[config.mk]
export PLATFORM = sky130hd
export DESIGN_NAME = cmd_issuer
export DESIGN_NICKNAME = d
export VERILOG_FILES = /design/src/rtl/fusion_pkg.sv /design/src/rtl/cmd_issuer.sv
export SDC_FILE = /design/constraint.sdc
export NUM_CORES = 1
export LEC_CHECK = 0
export ABC_CLOCK_PERIOD_IN_PS = 2560
export BUFFER_PORTS_ARGS = -buffer_cell sky130_fd_sc_hd__buf_2
export CAP_MARGIN = 20
export CORE_UTILIZATION = 44
export CTS_BUF_LIST = sky130_fd_sc_hd__clkbuf_8
export DETAILED_ROUTE_END_ITERATION = 7
export PLACE_DENSITY = 0.71
export SLEW_MARGIN = 15
export SYNTH_ARGS = -nofsm -noshare
export SYNTH_HDL_FRONTEND = slang
export SYNTH_SLANG_ARGS = --single-unit
[constraint.sdc]
create_clock -name clk -period 2.56 [get_ports clk]
set_clock_uncertainty 0.05 [all_clocks]
set_input_delay 0.256 -clock clk [delete_from_list [all_inputs] [get_ports clk]]
set_output_delay 0.256 -clock clk [all_outputs]
set_load 0.005 [all_outputs]
[src/rtl/fusion_pkg.sv]
// Shared accelerator definitions: opcode encodings, command packet field positions, default magic.
package fusion_pkg;

    localparam logic [2:0] OP_IDLE   = 3'b000;
    localparam logic [2:0] OP_CONV1  = 3'b001;
    localparam logic [2:0] OP_CONV3  = 3'b010;
    localparam logic [2:0] OP_POOL3  = 3'b011;
    localparam logic [2:0] OP_POOL13 = 3'b100;

    localparam int MAGIC_HI = 31;
    localparam int MAGIC_LO = 24;
    localparam int LEN_HI   = 23;
    localparam int LEN_LO   = 8;
    localparam int RSVD_HI  = 7;
    localparam int RSVD_LO  = 3;
    localparam int OPC_HI   = 2;
    localparam int OPC_LO   = 0;

    localparam logic [7:0] DEFAULT_MAGIC = 8'hC5;

    // Opcodes above POOL13 are reserved and must be rejected.
    function automatic logic op_known(input logic [2:0] op);
        return op <= OP_POOL13;
    endfunction

endpackage

[src/rtl/cmd_issuer.sv]
// Pops 3-word command packets, validates/decodes them and issues one op at a time; word0 pop to op_issue is 7 cycles.
// An empty FIFO stalls FETCH with fifo_rd_en low; no new packet is fetched until op_done or watchdog expiry.
module cmd_issuer
    import fusion_pkg::*;
#(
    parameter logic [7:0] MAGIC = DEFAULT_MAGIC,
    parameter int         TO_W  = 24
) (
    input  logic        clk,
    input  logic        rst_n,
    input  logic        en,
    input  logic [31:0] fifo_dout,
    input  logic        fifo_empty,
    output logic        fifo_rd_en,
    output logic [2:0]  op_type,
    output logic        op_issue,
    output logic [15:0] cmd_len,
    output logic [31:0] cmd_src,
    output logic [31:0] cmd_dst,
    input  logic        op_done,
    output logic        busy,
    output logic        err_cmd,
    output logic        err_to,
    input  logic        err_clr,
    output logic [15:0] cmd_cnt
);

    typedef enum logic [2:0] {
        S_IDLE, S_FETCH, S_CAPT, S_DECODE, S_ISSUE, S_WAIT
    } state_t;

    state_t            state_q, state_d;
    logic [1:0]        idx_q, idx_d;
    logic [2:0][31:0]  words_q, words_d;
    logic [TO_W-1:0]   wd_q, wd_d;
    logic [2:0]        op_type_q, op_type_d;
    logic [15:0]       len_q, len_d;
    logic [31:0]       src_q, src_d;
    logic [31:0]       dst_q, dst_d;
    logic [15:0]       cnt_q, cnt_d;
    logic              err_cmd_q, err_to_q;
    logic              set_err_cmd, set_err_to;
    logic              unused_rsvd;

    assign unused_rsvd = ^words_q[0][RSVD_HI:RSVD_LO];

    always_comb begin
        state_d     = state_q;
        idx_d       = idx_q;
        words_d     = words_q;
        wd_d        = wd_q;
        op_type_d   = op_type_q;
        len_d       = len_q;
        src_d       = src_q;
        dst_d       = dst_q;
        cnt_d       = cnt_q;
        set_err_cmd = 1'b0;
        set_err_to  = 1'b0;
        fifo_rd_en  = 1'b0;
        case (state_q)
            S_IDLE: begin
                if (en) begin
                    idx_d   = 2'd0;
                    state_d = S_FETCH;
                end
            end
            S_FETCH: begin
                fifo_rd_en = !fifo_empty;
                if (!fifo_empty) state_d = S_CAPT;
            end
            S_CAPT: begin
                // Non-FWFT FIFO: data popped last cycle is valid now.
                case (idx_q)
                    2'd0:    words_d[0] = fifo_dout;
                    2'd1:    words_d[1] = fifo_dout;
                    default: words_d[2] = fifo_dout;
                endcase
                if (idx_q == 2'd2) begin
                    state_d = S_DECODE;
                end else begin
                    idx_d   = idx_q + 2'd1;
                    state_d = S_FETCH;
                end
            end
            S_DECODE: begin
                if (words_q[0][MAGIC_HI:MAGIC_LO] != MAGIC ||
                    !op_known(words_q[0][OPC_HI:OPC_LO])) begin
                    set_err_cmd = 1'b1;
                    state_d     = S_IDLE;
                end else if (words_q[0][OPC_HI:OPC_LO] == OP_IDLE) begin
                    state_d = S_IDLE;
                end else begin
                    op_type_d = words_q[0][OPC_HI:OPC_LO];
                    len_d     = words_q[0][LEN_HI:LEN_LO];
                    src_d     = words_q[1];
                    dst_d     = words_q[2];
                    state_d   = S_ISSUE;
                end
            end
            S_ISSUE: begin
                cnt_d   = cnt_q + 16'd1;
                wd_d    = '0;
                state_d = S_WAIT;
            end
            S_WAIT: begin
                // Saturated watchdog means expiry; it never wraps back to zero.
                if (op_done) begin
                    state_d = S_IDLE;
                end else if (&wd_q) begin
                    set_err_to = 1'b1;
                    state_d    = S_IDLE;
                end else begin
                    wd_d = wd_q + {{(TO_W-1){1'b0}}, 1'b1};
                end
            end
            default: state_d = S_IDLE;
        endcase
    end

    always_ff @(posedge clk or negedge rst_n) begin
        if (!rst_n) begin
            state_q   <= S_IDLE;
            idx_q     <= 2'd0;
            words_q   <= '0;
            wd_q      <= '0;
            op_type_q <= OP_IDLE;
            len_q     <= '0;
            src_q     <= '0;
            dst_q     <= '0;
            cnt_q     <= '0;
            err_cmd_q <= 1'b0;
            err_to_q  <= 1'b0;
        end else begin
            state_q   <= state_d;
            idx_q     <= idx_d;
            words_q   <= words_d;
            wd_q      <= wd_d;
            op_type_q <= op_type_d;
            len_q     <= len_d;
            src_q     <= src_d;
            dst_q     <= dst_d;
            cnt_q     <= cnt_d;
            // A new error in the same cycle as err_clr stays set.
            err_cmd_q <= set_err_cmd | (err_cmd_q & ~err_clr);
            err_to_q  <= set_err_to  | (err_to_q  & ~err_clr);
        end
    end

    assign op_issue = (state_q == S_ISSUE);
    assign busy     = (state_q != S_IDLE);
    assign op_type  = op_type_q;
    assign cmd_len  = len_q;
    assign cmd_src  = src_q;
    assign cmd_dst  = dst_q;
    assign cmd_cnt  = cnt_q;
    assign err_cmd  = err_cmd_q;
    assign err_to   = err_to_q;

endmodule
* After elaboration in Yosys (flattened, before gate mapping)
Cells that the tools add are included.
Operators by class: equal/unequal tests 14, mux-type cells 20, reduce and logical (&&, ||, !) cells 18, bitwise operators 8, $lt $le $gt $ge 1, $add $sub $neg 3
Operators by type and width (count):
- 24-bit two-way mux | 2
- 24-bit one-hot mux with 2 select lines | 1
- 24-bit by 1-bit adder with 24-bit output, second input constant | 1
- 24-bit AND reduction | 1
- 3-bit two-way mux | 6
- 3-bit one-hot mux with 6 select lines | 1
- 16-bit by 1-bit adder with 16-bit output, second input constant | 1
- 3-bit AND reduction | 4
- 2-bit != test, second input constant | 5
- 8-bit != test, second input constant | 1
- 3-bit by 2-bit equality test with 1-bit output, second input constant | 2
- 3-bit equality test, second input constant | 2
- 3-bit zero test | 2
- 1-bit two-way mux | 6
- 2-bit two-way mux | 3
- 2-bit AND reduction | 3
- 1-bit inverter | 4
- 2-bit one-hot mux with 2 select lines | 1
- 2-bit nonzero test | 2
- 3-bit by 1-bit equality test with 1-bit output, second input constant | 1
- 3-bit <= comparator, second input constant | 1
- 3-bit != test, second input constant | 1
- 3-bit nonzero test | 1
- 2-bit by 1-bit adder with 2-bit output, second input constant | 1
- 8 further kinds | 11
Storage, ports and cells: word-level logic and storage cells 77, output and inout bits 104, bits in registers 226, bits of input ports 38

* Logic depth before layout (Yosys ltp)
Gate-level depths: netlist of the first run.
word-level depth 6, gate-level depth with buffers 7, depth with buffers taken out 6

* Worst setup path before layout of the first run
No wires, ideal clock.
kind register to register, start point register words_q[25] (netlist name), end point register dst_q[17], in the netlist cmd_dst[17], path buffers 2, stages on the path, launching flop included 8, data arrival time 1846 ps, library setup time 125 ps, clock period less this slack 2021 ps, setup slack 539 ps, required time 2385 ps, cell sequence dfrtp_1 -> nor4b_2 -> and3_1 -> nor3b_4 -> o31a_4 -> buf_12 -> buf_12 -> mux2_4
On the way: longest elaborated chain between the ends 4
Ends and longest elaborated chain:
- from (decl) | RTL line cmd_issuer.sv:34 | logic [2:0][31:0] words_q, words_d;
- from (signal assigned) | RTL line cmd_issuer.sv:136 | words_q <= words_d;
- 8-bit != test | RTL line cmd_issuer.sv:86 | if (words_q[0][MAGIC_HI:MAGIC_LO] != MAGIC ||
- 1-bit logical OR | RTL line cmd_issuer.sv:86
- 1-bit inverter (no source line)
- 3-bit AND reduction (no source line)
- to (signal assigned) | RTL line cmd_issuer.sv:141 | dst_q <= dst_d;
- to (decl) | RTL line cmd_issuer.sv:39 | logic [31:0] dst_q, dst_d;
No other way between the ends. A chain may end at the register's enable or synchronous reset.

* Worst setup path in the final report of the first run
start point register state_q[0], end point output port op_issue
On the way: longest elaborated chain between the ends 1
Ends and longest elaborated chain:
- from (decl) | RTL line cmd_issuer.sv:32 | state_t state_q, state_d;
- from (signal assigned) | RTL line cmd_issuer.sv:134 | state_q <= state_d;
- 3-bit equality test | RTL line cmd_issuer.sv:149 | assign op_issue = (state_q == S_ISSUE);
- to (decl) | RTL line cmd_issuer.sv:16 | output logic op_issue,
No other way between the ends.

==> results of run 1 <==
-- cell families (layout without fill, tap and decap cells) --
logic type | Yosys count | in the layout
simple gates | 138 | 138
fa+ha+maj | 5 | 5
flops | 221 | 221
mux | 178 | 178
xor+xnor | 15 | 15
compound gates | 54 | 54
buf+inv | 35 | 263
-- synthesized netlist by cell type, drive strengths merged (2+ instances only) --
cell / count
buf: 21
nand3b: 2
o211ai: 7
nand4: 17
a22o: 5
nand2: 48
dfrtp: 221
mux2i: 7
xnor2: 11
nor4: 5
and4: 3
nor3: 11
or3: 2
o31ai: 6
or4: 2
and2: 3
ha: 5
clkbuf: 6
inv: 8
and3: 11
nor2: 14
o21ai: 20
mux2: 171
nand3: 13
a21oi: 7
xor2: 4
-- worst min path at each step --
stage               startpoint  slack, ps                      to  cells after the start
global route           op_done         90     wd_q[2]$_DFFE_PN0P_                      4
global placement         rst_n        240     wd_q[3]$_DFFE_PN0P_                      1
floorplan                rst_n        -90  cmd_cnt[0]$_DFFE_PN0P_                      0
detailed placement       rst_n        240  cmd_cnt[3]$_DFFE_PN0P_                      1
finish                 op_done         60     wd_q[2]$_DFFE_PN0P_                      4
CTS                    op_done         50     wd_q[2]$_DFFE_PN0P_                      4
-- registers in the layout, summed over array words and instances (netlist names) --
signal / cells
words_q: 91
cmd_dst: 32
cmd_src: 32
wd_q: 24
cmd_cnt: 16
cmd_len: 16
op_type: 3
state_q: 3
idx_q: 2
err_cmd: 1
err_to: 1
-- per-layer routing --
layer	wire length, um	part of all wire	GRT usage	vias to the layer above
met4	387	0.019	0.0613	0
met2	9410	0.47	0.303	183
met3	1360	0.068	0.0537	28
li1	-	-	-	2747
met5	0	0	0	-
met1	8780	0.44	0.249	3019
-- area by class of cell --
type / count / area share
Tap cell: 270 / 0.0293
Sequential cell: 221 / 0.480
Multi-Input combinational cell: 390 / 0.309
Inverter: 8 / 0.00261
Timing Repair Buffer: 194 / 0.111
Clock buffer: 47 / 0.0561
Clock inverter: 14 / 0.0127
-- report_power, final --
group | internal [W] | leakage (nW) | switching [W] | total, W
clock network | 0.00195 | 0.436 | 0.00140 | 0.00335
registers | 0.00432 | 2.86 | 0.000500 | 0.00482
logic | 0.000949 | 2.34 | 0.000570 | 0.00152
total | 0.00722 | 5.64 | 0.00247 | 0.00969
-- critical path: stages (launching register included) --
cell and delay (ps):
dfrtp_1 520, or3b_1 590, inv_1 220, buf_2 150
-- per-stage QoR --
step	hold WS, ps	cell area [um^2]	setup slack, ps	power, W
2_1_floorplan	-89.6	9350	539	0.00585
3_3_place_gp	236	10400	365	0.00626
3_5_place_dp	239	10400	352	0.00637
4_1_cts	48.2	11500	201	0.00982
5_1_grt	94.3	11500	106	0.0102
6_report	64.5	11500	243	0.00969
==> reports/metrics.yaml, run 1 <==
final_common_cell: "dfrtp_1"
drt-initial-drc-count: 302
setup_viol: 0
async_flop_share: 1.00
reg2reg_from: "words_q[25]$_DFFE_PN0P_"
ys_seq_elements: 221
yosysTopAreaCell: "dfrtp_1"
finalCritPeriodShare: 0.905
max_freq_mhz: 432
grt_start_max_net_pins: 76
nFillCells: 1708
synth_edf_count: 0
rows: 52
nets: 895
clockRootBuffer: "clkbuf_8"
routed_via_density: 5.22
cts_tree: "built"
clk_pin_slew_worst_paths_ps: 60
finalMaxSlewViolations: 0
synth_simple_gate_area_frac: 0.0814
io_pins: 142
synth_area_leaders: "dfrtp_1 59%, mux2_2 13%, mux2_4 9.6%"
yosys.area_share.xor_xnor: 0.0141
initial_utilization: 0.456
hold_class: "input port to register"
h-tree-depth: 2
critPathRequiredTime_ps: 2250
vdd_drop_max_mv: 0.769
leakagePower_nw: 5.64
tightest_slew_ps: 607
die_area_um2: 21800
status: "completed"
vias: 5977
post_cts_resized: 0
crit_type: "register to primary output"
postRouteAntennaNets: 0
placedCellCount: 1046
grt_use_total: 0.190
routedWlPerCell_um: 17.4
dp_hpwl_mm: 12.8
gp_congestion: 0.870
drtPass1Iterations: 4
fp.coreArea_um2: 20500
grt_pass1_vias: 6209
clockBufferDepth: 3
synth-adder-area-share: 0.00669
grt_overflow: 0
cap_violations: 0
synth_area_um2: 9350
synthToLayoutAreaGrowth_pct: 23.3
final_cell_mix: "221 x dfrtp_1, 140 x buf_2, 111 x mux2_2"
timing.rr.end: "cmd_dst[6]$_DFFE_PN0P_"
worst_setup_path_end_kind: "primary output"
worst_ep_arrival_time_ps: 2010
clock_latency_ps: 520
die_x_um: 148
drc: 0
crit_start: "state_q[0]$_DFFE_PN0P_"
rsz0062_at_grt: "false"
fin_tns_setup_ps: 0
io_buffers: 141
r2r_slack_ps: 380
netlist_instances: 646
yosys.area.top_type_share: 0.592
post_cts_buffers: 0
syn-num-nets: 689
n_antenna_cell: 0
fin_cells: 1144
cp-endpoint: "op_issue"
finalHoldViolCount: 0
drt_wl_total_mm: 19.9
antenna_found_initial: 0
avgSynthCellArea_um2: 14.5
ys_types: 52
ff_latch_area_um2: 5530
final_layout_size_suffix_gt1_frac: 0.453
yosysWarnings: 0
synthMuxAreaShare: 0.238
path_max_fanout: 11
cts_hold_buf: 36
r2r_cells: 6
cts_buffers: 37
critPathLaunchType: "register"
grt_first_pass_wirelength_mm: 32.7
synth_compound_area_frac: 0.0399
synth_seq_area_share: 0.592
synth_top_family_by_area: "multiplexers"
relSlewSlack: 0.593
fin_crit_ps: 2320
multi_input_area_um2: 3560
cellPowerDensity_nw_per_um2: 841
die_y_um: 148
utilization: 0.562
synth_ff_type: "dfrtp_1"
clkSinkCount: 221
No activity file was read; power rests on OpenSTA's default activity.
==> inputs of run 2 (changes only) <==
CORE_UTILIZATION = 45   (was 44)
CTS_BUF_LIST = sky130_fd_sc_hd__clkbuf_2   (was sky130_fd_sc_hd__clkbuf_8)
PLACE_DENSITY = 0.73   (was 0.71)
RECOVER_POWER = 100   (was not set)
==> run 2 against run 1 <==
Global-route usage grew 0.55 points. Wire length grew 0.68%. Clock power shrank 29%. Critical path type is now register to register. Die area shrank 2.2%. Sequential share of layout area grew 2.7 points. Non-clock buffer count grew 7. Setup slack lost 150 ps. Combinational power shrank 5%. Register-to-register slack lost 280 ps.
==> reports/metrics.yaml, run 2 (synthesized netlist as in run 1, its figures left out) <==
rsz0062_at_grt: "false"  # unchanged
clock_latency_ps: 820  # was 520 ps
gp_congestion: 0.882  # was 0.870
final_layout_size_suffix_gt1_frac: 0.344  # was 0.453
cts_tree: "built"  # unchanged
drt-initial-drc-count: 234  # was 302
swShare: 0.287  # was 0.255
die_area_um2: 21300  # was 21800 um^2
grt_start_max_net_pins: 80  # was 76
worst_setup_path_end_kind: "register"  # was primary output
clkSinkCount: 221  # unchanged
place_ws_ps: 255  # was 352 ps
clk_pin_slew_worst_paths_ps: 120  # was 60 ps
n_antenna_cell: 0  # unchanged
grt_first_pass_wirelength_mm: 33.4  # was 32.7 mm
grt_overflow: 0  # unchanged
die_x_um: 146  # was 148 um
r2r_slack_ps: 100  # was 380 ps
relSlewSlack: 0.111  # was 0.593
dp_hpwl_mm: 13.0  # was 12.8 mm
fin_cells: 1187  # was 1144
grt_pass1_vias: 6524  # was 6209
final_cell_mix: "219 x dfrtp_1, 111 x mux2_2, 86 x clkbuf_2"  # was 221 x dfrtp_1, 140 x buf_2, 111 x mux2_2
critPathLaunchType: "register"  # unchanged
routed_via_density: 5.13  # was 5.22
h-tree-depth: 2  # unchanged
reg2reg_from: "wd_q[8]$_DFFE_PN0P_"  # was words_q[25]$_DFFE_PN0P_
rows: 52  # unchanged
setup_viol: 0  # unchanged
routedWlPerCell_um: 16.9  # was 17.4 um
io_pins: 142  # unchanged
fp.coreArea_um2: 20300  # was 20500 um^2
power.share.combinational: 0.167  # was 0.157
p_int_w: 0.00614  # was 0.00722 W
drc: 0  # unchanged
io_buffers: 141  # unchanged
crit_type: "register to register"  # was register to primary output
finalCritPeriodShare: 0.963  # was 0.905
cts_buffers: 55  # was 37
holdWs_ps: 171  # was 64.5 ps
fin_ws_ps: 95.4  # was 243 ps
nets: 920  # was 895
fin_crit_ps: 2460  # was 2320 ps
crit_start: "wd_q[8]$_DFFE_PN0P_"  # was state_q[0]$_DFFE_PN0P_
hold_class: "input port to register"  # unchanged
fin_tns_setup_ps: 0  # unchanged
synthToLayoutAreaGrowth_pct: 16.7  # was 23.3%
postRouteAntennaNets: 0  # unchanged
max_freq_mhz: 406  # was 432 MHz
finalMaxSlewViolations: 0  # unchanged
final_common_cell: "dfrtp_1"  # unchanged
die_y_um: 146  # was 148 um
clockBufferDepth: 3  # unchanged
antenna_found_initial: 0  # unchanged
drt_wl_total_mm: 20.1  # was 19.9 mm
leakagePower_nw: 5.34  # was 5.64 nW
top_register: "words_q"  # unchanged
vias: 6088  # was 5977
drtPass1Iterations: 4  # unchanged
clockRootBuffer: "clkbuf_2"  # was clkbuf_8
cellPowerDensity_nw_per_um2: 790  # was 841 nW/um^2
largest_reg_flops: 91  # unchanged
status: "completed"  # unchanged
initial_utilization: 0.460  # was 0.456
path_max_fanout: 6  # was 11
p_clk_frac: 0.276  # was 0.346
grt_use_total: 0.195  # was 0.190
critPathRequiredTime_ps: 3180  # was 2250 ps
tightest_slew_ps: 1330  # was 607 ps
cap_violations: 0  # unchanged
min_from: "fifo_dout[10]"  # was op_done
worst_ep_arrival_time_ps: 3090  # was 2010 ps
total_power_w: 0.00862  # was 0.00969 W
p_seq_frac: 0.557  # was 0.497
placedCellCount: 1047  # was 1046
vdd_drop_max_mv: 0.466  # was 0.769 mV
switchingPower_w: 0.00247  # about the same
finalHoldViolCount: 0  # unchanged
run 2: changes by cell type in the layout (fill, tap and decap cells not counted), moves of 4 or more:
cell and change:
clkbuf_1 +60, clkbuf_2 +86, buf_12 -5, buf_2 -55
mux2_4 -53, dlygate4sd3_1 +4, buf_4 -4, clkbuf_8 -47
mux2_1 +53, clkinv_1 +11, inv_1 -7
run 2: per-layer routing:
| metal | GRT usage | vias to the layer above | share of wire |
|---|---|---|---|
| met3 | 0.0603 | 41 | 0.068 |
| met5 | 0 | - | 0 |
| met1 | 0.249 | 3036 | 0.44 |
| met2 | 0.318 | 189 | 0.47 |
| met4 | 0.0615 | 0 | 0.016 |
| li1 | - | 2822 | - |
run 2: worst paths after layout:
path / endpoint / cells after the start
max reg2reg: state_q[0]$_DFFE_PN0P_ / 5
min: words_q[10]$_DFFE_PN0P_ / 3
max: state_q[0]$_DFFE_PN0P_ / 5
max in group asynchronous: wd_q[19]$_DFFE_PN0P_ / 4
min reg2reg: cmd_cnt[15]$_DFFE_PN0P_ / 1
min in group asynchronous: words_q[68]$_DFFE_PN0P_ / 4
run 2: layout make-up:
class | instances | area [um^2]
Clock inverter | 16 | 93.8
Tap cell | 270 | 338
Multi-Input combinational cell | 390 | 3330
Inverter | 8 | 30.0
Sequential cell | 221 | 5530
Timing Repair Buffer | 201 | 1170
Clock buffer | 81 | 405
Fill cell | 1822 | 9390
run 2: what timing repair did:
| item | 4_1_cts | 5_1_grt |
|---|---|---|
| setup endpoints to repair | 1 | 3 |
| pin swaps | 1 | 1 |
| gates resized for setup | 4 | 2 |
| setup buffers | 0 | 2 |
| hold buffers | 41 | 0 |
| endpoints found under the hold margin | 331 | 0 |
run 2: through the flow:
stage               utilization  area (um^2)
floorplan                     -         9350
global placement          0.512        10400
detailed placement        0.512        10400
CTS                       0.558        11300
global route              0.537        10900
finish                    0.537        10900
run 2: power groups by stage:
stage               Combinational (W)  Sequential [W]  Clock (W)
detailed placement            0.00149         0.00490          0
floorplan                     0.00114         0.00471          0
CTS                           0.00156         0.00483    0.00249
global route                  0.00160         0.00491    0.00267
global placement              0.00142         0.00485          0
finish                        0.00144         0.00480    0.00237
run 2: critical path, cell delays in order (launching register included):
cell and delay, ps:
dfrtp_1 450, nand4_1 270, or4_1 620, o21ai_2 270, a21oi_1 100, dlygate4sd3_1 570
